===== src/rtl/fwd_scoreboard.sv =====
// Forwarding and load-use hazard unit for the decode stage.
// Tracks in-flight writers in a private shift register and keeps a saturating stall-cycle counter.
module fwd_scoreboard #(
  parameter int DATA_W   = 32,
  parameter int ADDR_W   = 5,
  parameter int NREAD    = 3,
  parameter int DEPTH    = 3,
  parameter int LOAD_LAT = 1,
  parameter int ZERO_REG = 0,
  parameter int CNT_W    = 16
) (
  input  logic                    clock,
  input  logic                    reset,
  input  logic                    id_valid,
  input  logic [NREAD-1:0]        id_rd_used,
  input  logic [NREAD*ADDR_W-1:0] id_rd_addr,
  input  logic [NREAD*DATA_W-1:0] id_rd_data,
  input  logic                    id_wr_en,
  input  logic [ADDR_W-1:0]       id_wr_addr,
  input  logic                    id_is_load,
  input  logic                    flush,
  input  logic [DEPTH*DATA_W-1:0] stage_data,
  output logic [NREAD*DATA_W-1:0] fwd_data,
  output logic                    do_hazard,
  output logic [CNT_W-1:0]        stall_count
);

  typedef struct packed {
    logic              v;
    logic [ADDR_W-1:0] addr;
    logic              is_load;
  } entry_t;

  entry_t           ents [DEPTH];
  logic [NREAD-1:0] found;
  logic [NREAD-1:0] port_stall;

  // The youngest match decides: forward it if ready, otherwise stall rather than
  // falling through to an older (stale) producer of the same register.
  always_comb begin
    // NOTE: blocking assignments with every output defaulted first, so no latch is inferred.
    fwd_data   = id_rd_data;
    found      = '0;
    port_stall = '0;
    for (int i = 0; i < NREAD; i++) begin
      for (int k = 0; k < DEPTH; k++) begin
        if (!found[i] && id_rd_used[i] && ents[k].v &&
            ents[k].addr == id_rd_addr[i*ADDR_W +: ADDR_W] &&
            (ZERO_REG == 0 || ents[k].addr != '0)) begin
          found[i] = 1'b1;
          if (!ents[k].is_load || k >= LOAD_LAT)
            fwd_data[i*DATA_W +: DATA_W] = stage_data[k*DATA_W +: DATA_W];
          else
            port_stall[i] = 1'b1;
        end
      end
    end
  end

  assign do_hazard = id_valid && !flush && (|port_stall);

  always_ff @(posedge clock or posedge reset) begin
    if (reset) begin
      // NOTE: the entry array is a handful of flops, not a RAM, so it takes the async reset.
      for (int k = 0; k < DEPTH; k++) ents[k] <= '0;
      stall_count <= '0;
    end else begin
      if (flush) begin
        for (int k = 0; k < DEPTH; k++) ents[k] <= '0;
      end else begin
        for (int k = DEPTH-1; k > 0; k--) ents[k] <= ents[k-1];
        // A stalled decode pushes a bubble so the blocking load keeps advancing.
        ents[0].v       <= id_valid && id_wr_en && !do_hazard;
        ents[0].addr    <= id_wr_addr;
        ents[0].is_load <= id_is_load;
      end
      if (do_hazard && stall_count != {CNT_W{1'b1}})
        stall_count <= stall_count + CNT_W'(1);
    end
  end

endmodule


===== config.mk =====
export PLATFORM = sky130hd
export DESIGN_NAME = fwd_scoreboard
export DESIGN_NICKNAME = d
export VERILOG_FILES = /design/src/rtl/fwd_scoreboard.sv
export SDC_FILE = /design/constraint.sdc
export NUM_CORES = 1
export LEC_CHECK = 0
export CORE_AREA = 5 5 125 127
export CTS_CLUSTER_DIAMETER = 30
export DETAILED_ROUTE_END_ITERATION = 8
export DIE_AREA = 0 0 130 132
export GPL_TIMING_DRIVEN = 0
export PLACE_DENSITY = 0.83
export SLEW_MARGIN = 20
export SYNTH_ARGS = -nofsm -noshare
export SYNTH_HDL_FRONTEND = slang
export SYNTH_SLANG_ARGS = --single-unit

===== constraint.sdc =====
create_clock -name clock -period 3.35 [get_ports clock]
set_input_delay 0.5025 -clock clock [delete_from_list [all_inputs] [get_ports clock]]
set_output_delay 0.5025 -clock clock [all_outputs]
set_load 0.1 [all_outputs]

Word level (Yosys, flattened, before mapping)
Cells that the tools add are included.
{"block": "word_totals", "register_bits": 36, "wordCells": 81, "inputBits": 221, "latch_bits": 0, "mem_bits_rw": 0, "rom_bits": 0, "out_inout_bits": 113, "memories": 0}
{"block": "classes", "reduce_logical": 38, "n_mux": 23, "n_shift": 0, "eq_ne": 10, "n_lt_le_gt_ge": 0, "n_div": 0, "n_addsub": 1, "n_bitwise": 0, "mul": 0}
{"operator": "two-way mux 32 bit", "count": 12}
{"operator": "equality test 5 bit", "count": 9}
{"operator": "logical AND 1 bit", "count": 29}
{"operator": "two-way mux 21 bit", "count": 1}
{"operator": "adder 16 x 1 -> 16 bit (second input constant)", "count": 1}
{"operator": "!= test 16 bit (second input constant)", "count": 1}
{"operator": "two-way mux 1 bit", "count": 10}
{"operator": "logical NOT 1 bit", "count": 8}
{"operator": "OR reduction 3 bit", "count": 1}

Longest topological paths before layout
{"block": "depth", "ltp_word": 13, "ltp_mapped": 8, "depth_no_buf": 7}

Worst setup path before layout
No wires, ideal clock.
{"block": "synth_path", "path_kind": "input-to-output", "from": "input id_rd_addr[7]", "to": "output fwd_data[63]", "n_path_buf": 1, "slack_ns": -1.242, "arrival_ns": 4.090, "path_stages": 7, "t_required_ns": 2.847, "path_cell_list": "xor2_1 > or4_4 > or3_1 > buf_2 > nand2_4 > nor2_1 > o31ai_1"}
{"block": "synth_between", "elab_chain_cells": 13}
{"item": "start: declaration", "line_no": "16", "rtl": "input logic [NREAD*ADDR_W-1:0] id_rd_addr,"}
{"item": "equality test 5 bit", "line_no": "48", "rtl": "ents[k].addr == id_rd_addr[i*ADDR_W +: ADDR_W] &&"}
{"item": "logical AND 1 bit", "line_no": "47", "rtl": "if (!found[i] && id_rd_used[i] && ents[k].v &&"}
{"item": "two-way mux 1 bit", "line_no": "47"}
{"item": "logical NOT 1 bit", "line_no": "47"}
{"item": "logical AND 1 bit (3 in a row)", "line_no": "47"}
{"item": "two-way mux 1 bit", "line_no": "47"}
{"item": "logical NOT 1 bit", "line_no": "47"}
{"item": "logical AND 1 bit (3 in a row)", "line_no": "47"}
{"item": "two-way mux 32 bit (*)", "line_no": "47"}
{"item": "end: declaration", "line_no": "23", "rtl": "output logic [NREAD*DATA_W-1:0] fwd_data,"}
Every way passes the cells marked *; elsewhere a longest branch is shown, timed or not.

Worst setup path in the final report
{"block": "layout_path", "from": "input id_rd_addr[7]", "to": "output fwd_data[39]"}
The elaborated chain is that of the path after synthesis.

==> out/results.tsv <==
metric	value	unit
status	complete, no violations	
synth_compound_area_share	26.4	%
io-pin-count	334	
drc	0	
hpwlAfterDp	19200	um
cap_violations	0	
antenna_violations_before_repair	1	
crit_slowest_cell	sky130_fd_sc_hd__or4_4	
vias	6481	
wl_per_cell	22.5	um
rrSetupSlack	0.99	ns
drive_gt1_share	33.4	%
clock-skew-final	0.00443	ns
multiInputGateArea	0.00433	mm2
firstDrtPassIters	5	
yosys.area_share.adder	0.262	%
worst-slew-pin-transition	0.983	ns
die-area	0.0172	mm2
syn_area_per_cell	8.16	um2
cts_htree_levels	2	
grt_pass1_vias	6580	
worst-endpoint-arrival	2.80	ns
p_per_area	226	mW/mm2
period_minus_slack	3.30	ns
fp.coreArea	0.0143	mm2
detail-route-antenna-nets	0	
synth.top_cells.by_area	sky130_fd_sc_hd__dfrtp_1 18%, sky130_fd_sc_hd__mux2i_1 13%, sky130_fd_sc_hd__o22ai_1 8.4%	
hold_end	stall_count[13]$_DFFE_PP0P_	
root_buffer	sky130_fd_sc_hd__clkbuf_16	
io_buffer_count	333	
synth_mux_area_share	21.2	%
slew_headroom	34.2	%
layout.cell_area.non_filler	0.00988	mm2
criticalPathCategory	in -> out	
layout_worst_path_cycle_share	98.5	%
synth_area_leader_cell	sky130_fd_sc_hd__dfrtp_1	
min_path_type	reg -> reg	
post-place-ws	-1.76	ns
clk-insertion-delay-late	0.28	ns
grt-ovfl-total	0	
yosys_warnings	0	
netlist_area	0.00478	mm2
worstHoldStart	stall_count[13]$_DFFE_PP0P_	
yosys_register_bits	35	
n_antenna_cell	0	
crit-reg2reg-launch	ents[18]$_DFF_PP0_	
detail_route.wirelength	25500	um
final_max_slew_viol_count	0	
r2r.worst_path.cells	7	
synth_nets	808	
main_combinational_cell_family_by_area_after_synthesis	compound AO/OA/AOI/OAI gates	
first_pass_grt_wire_length	37500	um
synthXorXnorAreaFrac	11.0	%
synth_sequential_area_ratio	18.3	%
gpl.final_weighted_congestion	1.01	
floorplan.initialDensity	33.4	%
detailedRoute.firstIterationViolations	441	
grt_max_degree	36	
area.sequential	878	um2
grt_use_total	27.6	%
detail_routed_via_count_per_cell	5.72	
final_critical_path_setup_slack	0.0496	ns
placementRows	44	
totalPowerFinal	0.00224	W
numClockSinks	35	
yosys.area.top_type_share	18.3	%
crit_required	2.85	ns
cp_cell_sequence	dlygate4sd2_1 -> xor2_1 -> or4_4 -> or3_4 -> clkbuf_2 -> o22ai_1 -> o31ai_4 -> buf_12	
setup_viol_count_final	0	
placed_cell_area	0.00879	mm2
die_w	130	um
cts_hold_buf	0	
fmax	0.303	GHz
clk_pin_slew	0.06	ns
die_height	132	um
p_leak	4.18	nW
synth_cells	586	
cells_on_worst_hold_path	1	
cts_inserted_buffers	5	
count_of_endpoints_failing_hold_in_the_final_timing_report	0	
cts_buffer_depth	2	
cp_slowest_stage_delay	0.47	ns
timing.critical_path.fanout_max	10	
rsz0062_at_grt	yes	
area.growth.synth_to_final	107	%
clock_tree_from_tritoncts	built	
startpoint_type	input pin	
synth-simple-area-share	17.9	%
vdd.ir_drop.worst	0.475	mV
timing.rr.end	stall_count[9]$_DFFE_PP0P_	
layout.nets	1170	
yosysUniqueCellTypes	40	
num-fill-cells	1120	
setup.worst_path.end_class	primary output	
## cell type report
type / count / area share [%]
inverter: 4 / 0.152
clock buffer: 6 / 1.41
buffer: 44 / 3.83
tap: 184 / 2.33
sequential: 35 / 8.89
clock inverter: 2 / 0.393
timing repair buffer: 357 / 39.2
multi-input combinational: 501 / 43.8
## worst max-delay path: cells and delay by family
kind	cells	cell delay [ns]
buf+inv	3	0.76
simple gates	2	0.94
xor+xnor	1	0.19
compound gates	2	0.39
## layout by cell type, fill, tap and decap left out, types with 4 or more instances in the layout
master,synthesis,layout
sky130_fd_sc_hd__clkbuf_4,0,13
sky130_fd_sc_hd__mux2i_1,64,64
sky130_fd_sc_hd__a22oi_2,0,12
sky130_fd_sc_hd__clkbuf_1,29,4
sky130_fd_sc_hd__o22ai_1,64,48
sky130_fd_sc_hd__and3_1,12,11
sky130_fd_sc_hd__nand2_1,73,72
sky130_fd_sc_hd__buf_12,0,26
sky130_fd_sc_hd__dfrtp_1,35,33
sky130_fd_sc_hd__nor4_1,8,4
sky130_fd_sc_hd__nor2_1,34,33
sky130_fd_sc_hd__a22oi_1,32,20
sky130_fd_sc_hd__nand3_1,10,8
sky130_fd_sc_hd__dlymetal6s2s_1,0,10
sky130_fd_sc_hd__nand4_1,8,8
sky130_fd_sc_hd__buf_4,4,48
sky130_fd_sc_hd__mux2_2,33,33
sky130_fd_sc_hd__xor2_1,37,37
sky130_fd_sc_hd__buf_8,0,18
sky130_fd_sc_hd__clkbuf_2,0,7
sky130_fd_sc_hd__o21ai_2,0,32
sky130_fd_sc_hd__buf_6,3,48
sky130_fd_sc_hd__xnor2_1,23,22
sky130_fd_sc_hd__nor2b_1,19,19
sky130_fd_sc_hd__o31ai_4,0,30
sky130_fd_sc_hd__o22ai_2,0,16
sky130_fd_sc_hd__clkbuf_16,0,5
sky130_fd_sc_hd__clkdlybuf4s50_1,0,221
## cell usage after synthesis
cell,n
sky130_fd_sc_hd__nor4b_2,1
sky130_fd_sc_hd__a31oi_4,1
sky130_fd_sc_hd__ha_1,1
sky130_fd_sc_hd__and4_1,2
sky130_fd_sc_hd__a21bo_2,1
sky130_fd_sc_hd__mux2_2,33
sky130_fd_sc_hd__xor2_1,37
sky130_fd_sc_hd__nand4_1,8
sky130_fd_sc_hd__or2_1,1
sky130_fd_sc_hd__nand2_4,1
sky130_fd_sc_hd__nor2_1,34
sky130_fd_sc_hd__nor4_1,8
sky130_fd_sc_hd__clkbuf_1,29
sky130_fd_sc_hd__and3_1,12
sky130_fd_sc_hd__nand3_1,10
sky130_fd_sc_hd__a21oi_1,1
sky130_fd_sc_hd__nand2b_1,1
sky130_fd_sc_hd__buf_4,4
sky130_fd_sc_hd__buf_6,3
sky130_fd_sc_hd__o211ai_2,1
sky130_fd_sc_hd__o31a_1,1
sky130_fd_sc_hd__nand3b_1,1
sky130_fd_sc_hd__o22ai_1,64
sky130_fd_sc_hd__dfrtp_1,35
sky130_fd_sc_hd__a22oi_1,32
sky130_fd_sc_hd__nand2_1,73
sky130_fd_sc_hd__inv_1,4
sky130_fd_sc_hd__buf_2,10
sky130_fd_sc_hd__o21ai_0,32
sky130_fd_sc_hd__a311oi_2,1
sky130_fd_sc_hd__and2_1,3
sky130_fd_sc_hd__or4_4,1
sky130_fd_sc_hd__or3_1,1
sky130_fd_sc_hd__o31ai_1,1
sky130_fd_sc_hd__o211ai_1,1
sky130_fd_sc_hd__xnor2_1,23
sky130_fd_sc_hd__mux2i_1,64
sky130_fd_sc_hd__nand4b_1,1
sky130_fd_sc_hd__nor2b_1,19
sky130_fd_sc_hd__o31ai_2,30
## metal layers
layer	vias up	wire (um)	global-route usage (%)	share of wire (%)
met5	-	15	0	0.059
met4	2	960	8.83	3.8
met3	71	2360	6.28	9.3
met2	379	12500	47.6	49
met1	3092	9600	33.8	38
li1	2937	-	-	-
## per-stage QoR
stage | hold slack (ns) | setup TNS (ns) | std cells | utilization [%]
floorplan | 0.477 | -9.92 | 586 | -
global placement | 0.480 | -154.24 | 1103 | 61.3
detailed placement | 0.493 | -144.79 | 1103 | 61.4
CTS | 0.501 | -0.744 | 1127 | 67.1
global route | 0.523 | -0.237 | 1133 | 69.0
finish | 0.499 | 0 | 1133 | 69.0
## worst max-delay path by stage
stage	endpoint	startpoint	slack [ns]	cells after the start
after detailed placement	fwd_data[31]	id_rd_addr[2]	-1.76	9
after CTS	fwd_data[54]	id_rd_addr[9]	-0.05	9
after global placement	fwd_data[31]	id_rd_addr[4]	-2.10	9
after floorplan	fwd_data[68]	id_rd_addr[10]	-0.42	7
final	fwd_data[39]	id_rd_addr[7]	0.05	8
after global routing	fwd_data[49]	ents[18]$_DFF_PP0_	-0.04	7
## what timing repair did
item | in CTS | in global routing
gates resized for setup | 779 | 76
pin swaps | 20 | 18
endpoints found under the setup margin | 97 | 97
gates cloned | 1 | 0
hold endpoints to repair | 0 | 0
setup buffers | 16 | 7
## sequential cells by signal, indices dropped and copies added, names as in the netlist
signal	cells
stall_count	16
ents	19
## report_power, final
part / internal, W / switching, W / total, W
combinational: 0.000495 / 0.000737 / 0.00123
clock: 0.000374 / 0.000186 / 0.000560
sequential: 0.000432 / 0.0000144 / 0.000446
total: 0.00130 / 0.000937 / 0.00224
## cells by family after synthesis
group | after synthesis
AND/OR/NAND/NOR | 177
adder cells (fa/ha/maj) | 1
XOR/XNOR | 60
flip-flops | 35
AO/OA/AOI/OAI | 166
multiplexers | 97
buffers and inverters | 50
(Power assumes the default switching activity.)
